## src/rtl/sm_trace_monitor.sv

```systemverilog
// sm_trace_monitor: circular instruction trace capture with a streamed dump of
// the trace followed by a RAM snapshot, triggered by timeout or manual request.
module sm_trace_monitor #(
    parameter int unsigned TRACE_DEPTH = 16,
    parameter int unsigned NCYCLE      = 1000,
    parameter int unsigned RAM_WORDS   = 16,
    parameter int unsigned RAM_AW      = 5
) (
    input  logic              clk,
    input  logic              rst,
    input  logic              en,
    input  logic [31:0]       pc,
    input  logic [31:0]       instr,
    input  logic              dump_req,
    output logic [RAM_AW-1:0] ramAddr,
    input  logic [31:0]       ramData,
    output logic              out_valid,
    input  logic              out_ready,
    output logic              out_kind,
    output logic [7:0]        out_index,
    output logic [31:0]       out_aux,
    output logic [31:0]       out_data,
    output logic [31:0]       cycle_cnt,
    output logic              timeout,
    output logic              busy,
    output logic              done
);

    localparam int unsigned PW = (TRACE_DEPTH > 1) ? $clog2(TRACE_DEPTH) : 1;
    localparam int unsigned FW = $clog2(TRACE_DEPTH + 1);
    localparam int unsigned IW = 8;

    typedef enum logic [1:0] {
        RUN        = 2'd0,
        TRACE_DUMP = 2'd1,
        RAM_DUMP   = 2'd2,
        DONE       = 2'd3
    } state_e;

    typedef struct packed {
        logic [31:0] pc;
        logic [31:0] instr;
    } trace_entry_t;

    trace_entry_t mem [TRACE_DEPTH];

    state_e            state_q, state_d;
    logic [PW-1:0]     wr_ptr_q, wr_ptr_d;
    logic [PW-1:0]     rd_ptr_q, rd_ptr_d;
    logic [FW-1:0]     filled_q, filled_d;
    logic [IW-1:0]     idx_q, idx_d;
    logic [31:0]       cycle_cnt_q, cycle_cnt_d;
    logic              timeout_q, timeout_d;
    logic              busy_q, busy_d;
    logic              done_q, done_d;
    logic              out_valid_q, out_valid_d;
    logic              out_kind_q, out_kind_d;
    logic [IW-1:0]     out_index_q, out_index_d;
    logic [31:0]       out_aux_q, out_aux_d;
    logic [31:0]       out_data_q, out_data_d;
    logic [RAM_AW-1:0] ram_addr_q, ram_addr_d;

    logic              capture;
    logic              xfer;
    trace_entry_t      cap_entry;
    trace_entry_t      rd_entry;

    assign capture   = (state_q == RUN) && en;
    assign xfer      = out_valid_q && out_ready;
    assign cap_entry = '{pc: pc, instr: instr};

    // Trace storage: synchronous write, no reset (contents hidden while filled is 0)
    always_ff @(posedge clk) begin
        if (capture) begin
            mem[wr_ptr_q] <= cap_entry;
        end
    end

    // State and registered-output flops
    always_ff @(posedge clk or posedge rst) begin
        if (rst) begin
            state_q     <= RUN;
            wr_ptr_q    <= '0;
            rd_ptr_q    <= '0;
            filled_q    <= '0;
            idx_q       <= '0;
            cycle_cnt_q <= '0;
            timeout_q   <= 1'b0;
            busy_q      <= 1'b0;
            done_q      <= 1'b0;
            out_valid_q <= 1'b0;
            out_kind_q  <= 1'b0;
            out_index_q <= '0;
            out_aux_q   <= '0;
            out_data_q  <= '0;
            ram_addr_q  <= '0;
        end else begin
            state_q     <= state_d;
            wr_ptr_q    <= wr_ptr_d;
            rd_ptr_q    <= rd_ptr_d;
            filled_q    <= filled_d;
            idx_q       <= idx_d;
            cycle_cnt_q <= cycle_cnt_d;
            timeout_q   <= timeout_d;
            busy_q      <= busy_d;
            done_q      <= done_d;
            out_valid_q <= out_valid_d;
            out_kind_q  <= out_kind_d;
            out_index_q <= out_index_d;
            out_aux_q   <= out_aux_d;
            out_data_q  <= out_data_d;
            ram_addr_q  <= ram_addr_d;
        end
    end

    // Next-state: capture in RUN, then walk trace oldest-first, then RAM words
    always_comb begin
        state_d     = state_q;
        wr_ptr_d    = wr_ptr_q;
        rd_ptr_d    = rd_ptr_q;
        filled_d    = filled_q;
        idx_d       = idx_q;
        cycle_cnt_d = cycle_cnt_q;
        timeout_d   = timeout_q;

        unique case (state_q)
            RUN: begin
                if (en) begin
                    wr_ptr_d    = wr_ptr_q + PW'(1);
                    cycle_cnt_d = cycle_cnt_q + 32'd1;
                    if (filled_q != FW'(TRACE_DEPTH)) begin
                        filled_d = filled_q + FW'(1);
                    end
                end
                if (en && (cycle_cnt_q == 32'(NCYCLE - 1))) begin
                    timeout_d = 1'b1;
                    state_d   = TRACE_DUMP;
                end else if (dump_req) begin
                    state_d = TRACE_DUMP;
                end
                if (state_d == TRACE_DUMP) begin
                    // Full buffer truncates filled to 0 here, making rd == wr (oldest slot)
                    rd_ptr_d = wr_ptr_d - PW'(filled_d);
                    idx_d    = '0;
                end
            end
            TRACE_DUMP: begin
                if (filled_q == '0) begin
                    state_d = RAM_DUMP;
                    idx_d   = '0;
                end else if (xfer) begin
                    if ((9'(idx_q) + 9'd1) == 9'(filled_q)) begin
                        state_d = RAM_DUMP;
                        idx_d   = '0;
                    end else begin
                        idx_d    = idx_q + IW'(1);
                        rd_ptr_d = rd_ptr_q + PW'(1);
                    end
                end
            end
            RAM_DUMP: begin
                if (xfer) begin
                    if (9'(idx_q) == 9'(RAM_WORDS - 1)) begin
                        state_d = DONE;
                    end else begin
                        idx_d = idx_q + IW'(1);
                    end
                end
            end
            DONE: begin
                state_d = DONE;
            end
            default: begin
                state_d = RUN;
            end
        endcase
    end

    // Trace read with bypass: the oldest entry may be the one written this edge
    always_comb begin
        rd_entry = mem[rd_ptr_d];
        if (capture && (rd_ptr_d == wr_ptr_q)) begin
            rd_entry = cap_entry;
        end
    end

    // Registered outputs are decoded from the upcoming state so they align with it
    always_comb begin
        busy_d      = (state_d == TRACE_DUMP) || (state_d == RAM_DUMP);
        done_d      = (state_d == DONE);
        out_valid_d = ((state_d == TRACE_DUMP) && (filled_d != '0)) || (state_d == RAM_DUMP);
        out_kind_d  = (state_d == RAM_DUMP);
        out_index_d = '0;
        out_aux_d   = '0;
        out_data_d  = '0;
        ram_addr_d  = '0;
        if (state_d == TRACE_DUMP) begin
            out_index_d = idx_d;
            out_aux_d   = rd_entry.pc;
            out_data_d  = rd_entry.instr;
        end else if (state_d == RAM_DUMP) begin
            out_index_d = idx_d;
            ram_addr_d  = RAM_AW'(idx_d);
        end
    end

    assign ramAddr   = ram_addr_q;
    assign out_valid = out_valid_q;
    assign out_kind  = out_kind_q;
    assign out_index = out_index_q;
    assign out_aux   = out_aux_q;
    assign out_data  = (state_q == RAM_DUMP) ? ramData : out_data_q;
    assign cycle_cnt = cycle_cnt_q;
    assign timeout   = timeout_q;
    assign busy      = busy_q;
    assign done      = done_q;

endmodule

```

## config.mk

```make
export PLATFORM = sky130hd
export DESIGN_NAME = sm_trace_monitor
export DESIGN_NICKNAME = d
export VERILOG_FILES = /design/src/rtl/sm_trace_monitor.sv
export SDC_FILE = /design/constraint.sdc
export NUM_CORES = 2
export LEC_CHECK = 0
export BUFFER_PORTS_ARGS = -buffer_cell sky130_fd_sc_hd__clkbuf_2
export CORE_MARGIN = 5
export CORE_UTILIZATION = 60
export CTS_CLUSTER_DIAMETER = 30
export CTS_CLUSTER_SIZE = 16
export DETAILED_ROUTE_END_ITERATION = 7
export GPL_TIMING_DRIVEN = 0
export PLACE_DENSITY = 0.78
export SYNTH_ARGS = -nofsm -noshare
export SYNTH_HDL_FRONTEND = slang
export SYNTH_SLANG_ARGS = --single-unit
```

## constraint.sdc

```tcl
create_clock -name clk -period 13.3 [get_ports clk]
set_input_delay 1.33 -clock clk [delete_from_list [all_inputs] [get_ports clk]]
set_output_delay 1.33 -clock clk [all_outputs]
set_load 0.005 [all_outputs]
```

==> results.py <==
metrics = {
    "route": {
        "first_pass_iters": 8,
        "num_vias": 40800,
        "drc": 0,
        "wl_per_cell_um": 29.0,
        "wl_um": 165000,
        "first_iter_violations": 6618,
        "drtAntennaViolNets": 0,
        "vias_per_cell": 7.18,
    },
    "cells_and_area": {
        "post-route-util_pct": 73.4,
        "nNetsFinal": 4534,
        "fillerInstances": 5089,
        "syn_to_final_growth_pct": 21.0,
        "drive_gt1_share_pct": 15.4,
    },
    "cts": {
        "post_cts_buffers": 0,
        "ctsResizeCount": 0,
        "cts_hold_buf": 0,
        "worstSkewPairLatency_ps": 800,
        "htree_levels": 4,
        "cts_made_buffers": 203,
        "cts_tree": "done",
        "clk_pin_slew_ps": 50,
        "clock-root-buffer": "clkbuf_16",
        "cts_buffer_depth": 3,
        "clock-sinks": 1161,
    },
    "floorplan": {
        "rows": 105,
        "die_h_um": 299,
        "dieArea_um2": 89200,
        "io_pins": 215,
        "fp.dieW_um": 299,
        "core_area_um2": 82400,
        "start_util_pct": 60.7,
    },
    "synthesis": {
        "ys_top_cells_by_area": "edfxtp_1 (62%), dfrtp_1 (6.9%), a31oi_1 (3.2%), nor4_1 (3.2%), clkbuf_1 (2.8%)",
        "synth_area_um2": 50000,
        "yosysTopAreaCell": "edfxtp_1",
        "synthArstFlopShare_pct": 11.8,
        "syn_nets": 4063,
        "ys.flop_type": "edfxtp_1",
        "yosys.cell_types.count": 69,
        "ys.warnings.count": 0,
        "ys_seq_elements": 1161,
        "ys_seq_area_share_pct": 68.4,
        "synth_edf_count": 1024,
        "synth.most_common_cell": "edfxtp_1",
        "yosysTopAreaCellShare_pct": 61.5,
        "synth_commonest_cells": "edfxtp_1 (1024), clkbuf_1 (369), nand2_1 (292)",
        "avgSynthCellArea_um2": 12.7,
        "syn_inst": 3946,
    },
    "timing": {
        "finalHoldViolations": 0,
        "period_needed_ps": 6720,
        "clock_skew_ps": 41.9,
        "finalSetupTns_ps": 0,
        "rsz0062_at_grt": "false",
        "slew_violations": 11,
        "hold_ws_ps": 482,
        "setup_viol": 0,
        "period_share_pct": 50.5,
        "fmax_mhz": 149,
        "slew_headroom_pct": -1.66,
        "tightest_slew_ps": 1520,
    },
    "global_routing": {
        "grt_pass1_wl_um": 245000,
        "grt_overflow_total": 0,
        "antenna_found_initial": 9,
        "grt_pass1_vias": 39800,
        "grtUsageTotal_pct": 36.0,
        "grt_max_degree": 92,
    },
    "critical_path": {
        "critPathKind": "in -> reg",
        "critPathCaptureType": "flop",
        "crit_arrival_ps": 7400,
        "start_kind": "input port",
        "cp_max_fo": 10,
        "cp.required_ps": 13980,
    },
    "pwr": {
        "power_density_nw_per_um2": 161,
        "cellLeakagePower_nw": 19.8,
        "ir_drop_uv": 134,
        "total_power_mw": 9.74,
    },
    "outcome": {
        "outcome": "finished, violations left",
        "violations": "capacitance limit, slew limit",
    },
    "flow_run": {
        "maxCapViolations": 1,
    },
    "placement": {
        "gp_congestion": 0.931,
        "io_buffer_count": 213,
        "dpl.hpwl_um": 105000,
    },
    "hold_path": {
        "worstHoldPathType": "reg -> reg",
    },
}
[sequential cells by signal, summed over array words and instances (netlist names)]
signal and cells:
rd_ptr_q 4, out_data_q 32, cycle_cnt 32, done 1
out_valid 1, out_index 8, out_kind 1, wr_ptr_q 4
filled_q 5, mem 1024, busy 1, state_q 2
timeout 1, idx_q 8, ramAddr 5, out_aux 32
[critical path, cell delays in order]
cell and delay (ps):
clkbuf_1 360, clkbuf_1 430, o21ai_0 310, xnor2_1 200
ha_1 240, fa_1 590, nor2_1 50, a22oi_1 130
nor2_1 80, a2111oi_2 1080, clkbuf_1 990, clkbuf_1 460
a31oi_1 160, o2111ai_1 260, a41o_1 290, nand2_1 110
o21ai_1 300
[path summary, 6_finish.rpt]
| kind | from | to | slack [ps] | cells after the start |
|---|---|---|---|---|
| max | en | out_data_q[31] | 6580 | 17 |
| min | timeout | timeout | 480 | 1 |
| max reg2reg | filled_q[0] | out_data_q[31] | 6990 | 18 |
| min reg2reg | timeout | timeout | 480 | 1 |
| max in group asynchronous | rst | out_index[7] | 11830 | 3 |
| min in group asynchronous | rst | out_data_q[9] | 580 | 2 |
[logic make-up (layout without fill, tap and decap cells)]
family                     after synthesis  after routing  share of synthesized area (%)
AOI/OAI and AO/OA                     1224           1224                           15.8
adders and majority gates               16             16                          0.415
xor gates and xnor gates                52             52                           1.04
buffers and inverters                  461           1113                           3.70
other                                    0             11                              0
muxes                                    7              7                          0.143
and+or+nand+nor                       1025           1025                           10.5
DFF                                   1161           1161                           68.4
[cell usage in the layout (no fill, tap or decap), types with 9 or more instances in the layout]
cell	count
xor2_1	14
bufinv_16	28
nor2_1	46
xnor2_1	33
edfxtp_1	1024
o21ai_1	106
nand3_1	24
buf_2	32
diode_2	11
a41o_1	62
clkinv_2	29
and4_1	9
a31oi_1	254
o2111ai_1	124
nand2_1	292
clkinv_1	13
o21ai_0	230
a21oi_1	270
and3_1	14
nor3_1	258
buf_4	9
clkbuf_1	387
nor4_1	254
inv_6	24
clkinvlp_4	33
nand4_1	76
inv_1	23
buf_12	18
ha_1	15
clkbuf_2	217
nor2_4	10
dfrtp_1	137
o221ai_1	124
buf_6	32
clkbuf_16	206
buf_1	20
clkinv_4	18
[routing by layer]
layer | up-vias | global-route usage, % | wire length (um) | part of all wire (%)
met1 | 19600 | 45.7 | 55300 | 34
met5 | - | 0 | 57 | 0.035
met3 | 693 | 11.9 | 23700 | 14
met2 | 3556 | 54.8 | 75300 | 46
li1 | 16900 | - | - | -
met4 | 6 | 20.7 | 10500 | 6.3
[through the flow]
| stage | cell area [um^2] | cells | setup WS (ps) |
|---|---|---|---|
| after floorplan | 50000 | 3946 | 6040 |
| after global placement | 52400 | 5229 | 2030 |
| after detailed placement | 53300 | 5282 | 6230 |
| after CTS | 60500 | 5668 | 6980 |
| after global routing | 60500 | 5678 | 6510 |
| final | 60500 | 5679 | 6580 |
[power breakdown]
| group | switching, mW | leakage, nW | internal, mW |
|---|---|---|---|
| combinational | 0.278 | 5.40 | 0.114 |
| clock | 1.90 | 3.38 | 3.43 |
| sequential | 0.0125 | 11.0 | 4.00 |
[final cells by class]
class / count / area (um^2) / share of cell area (%)
diodes: 11 / 27.5 / 0.0455
plain buffers: 435 / 1760 / 2.90
clock buffers: 232 / 5290 / 8.75
clock inverters: 154 / 1820 / 3.00
inverters: 26 / 103 / 0.170
multi-input cells: 2324 / 14100 / 23.3
flip-flops and latches: 1161 / 34200 / 56.5
well taps: 1070 / 1340 / 2.21
repair buffers: 266 / 1890 / 3.13
Note: power is estimated with default switching activity, not from simulation.
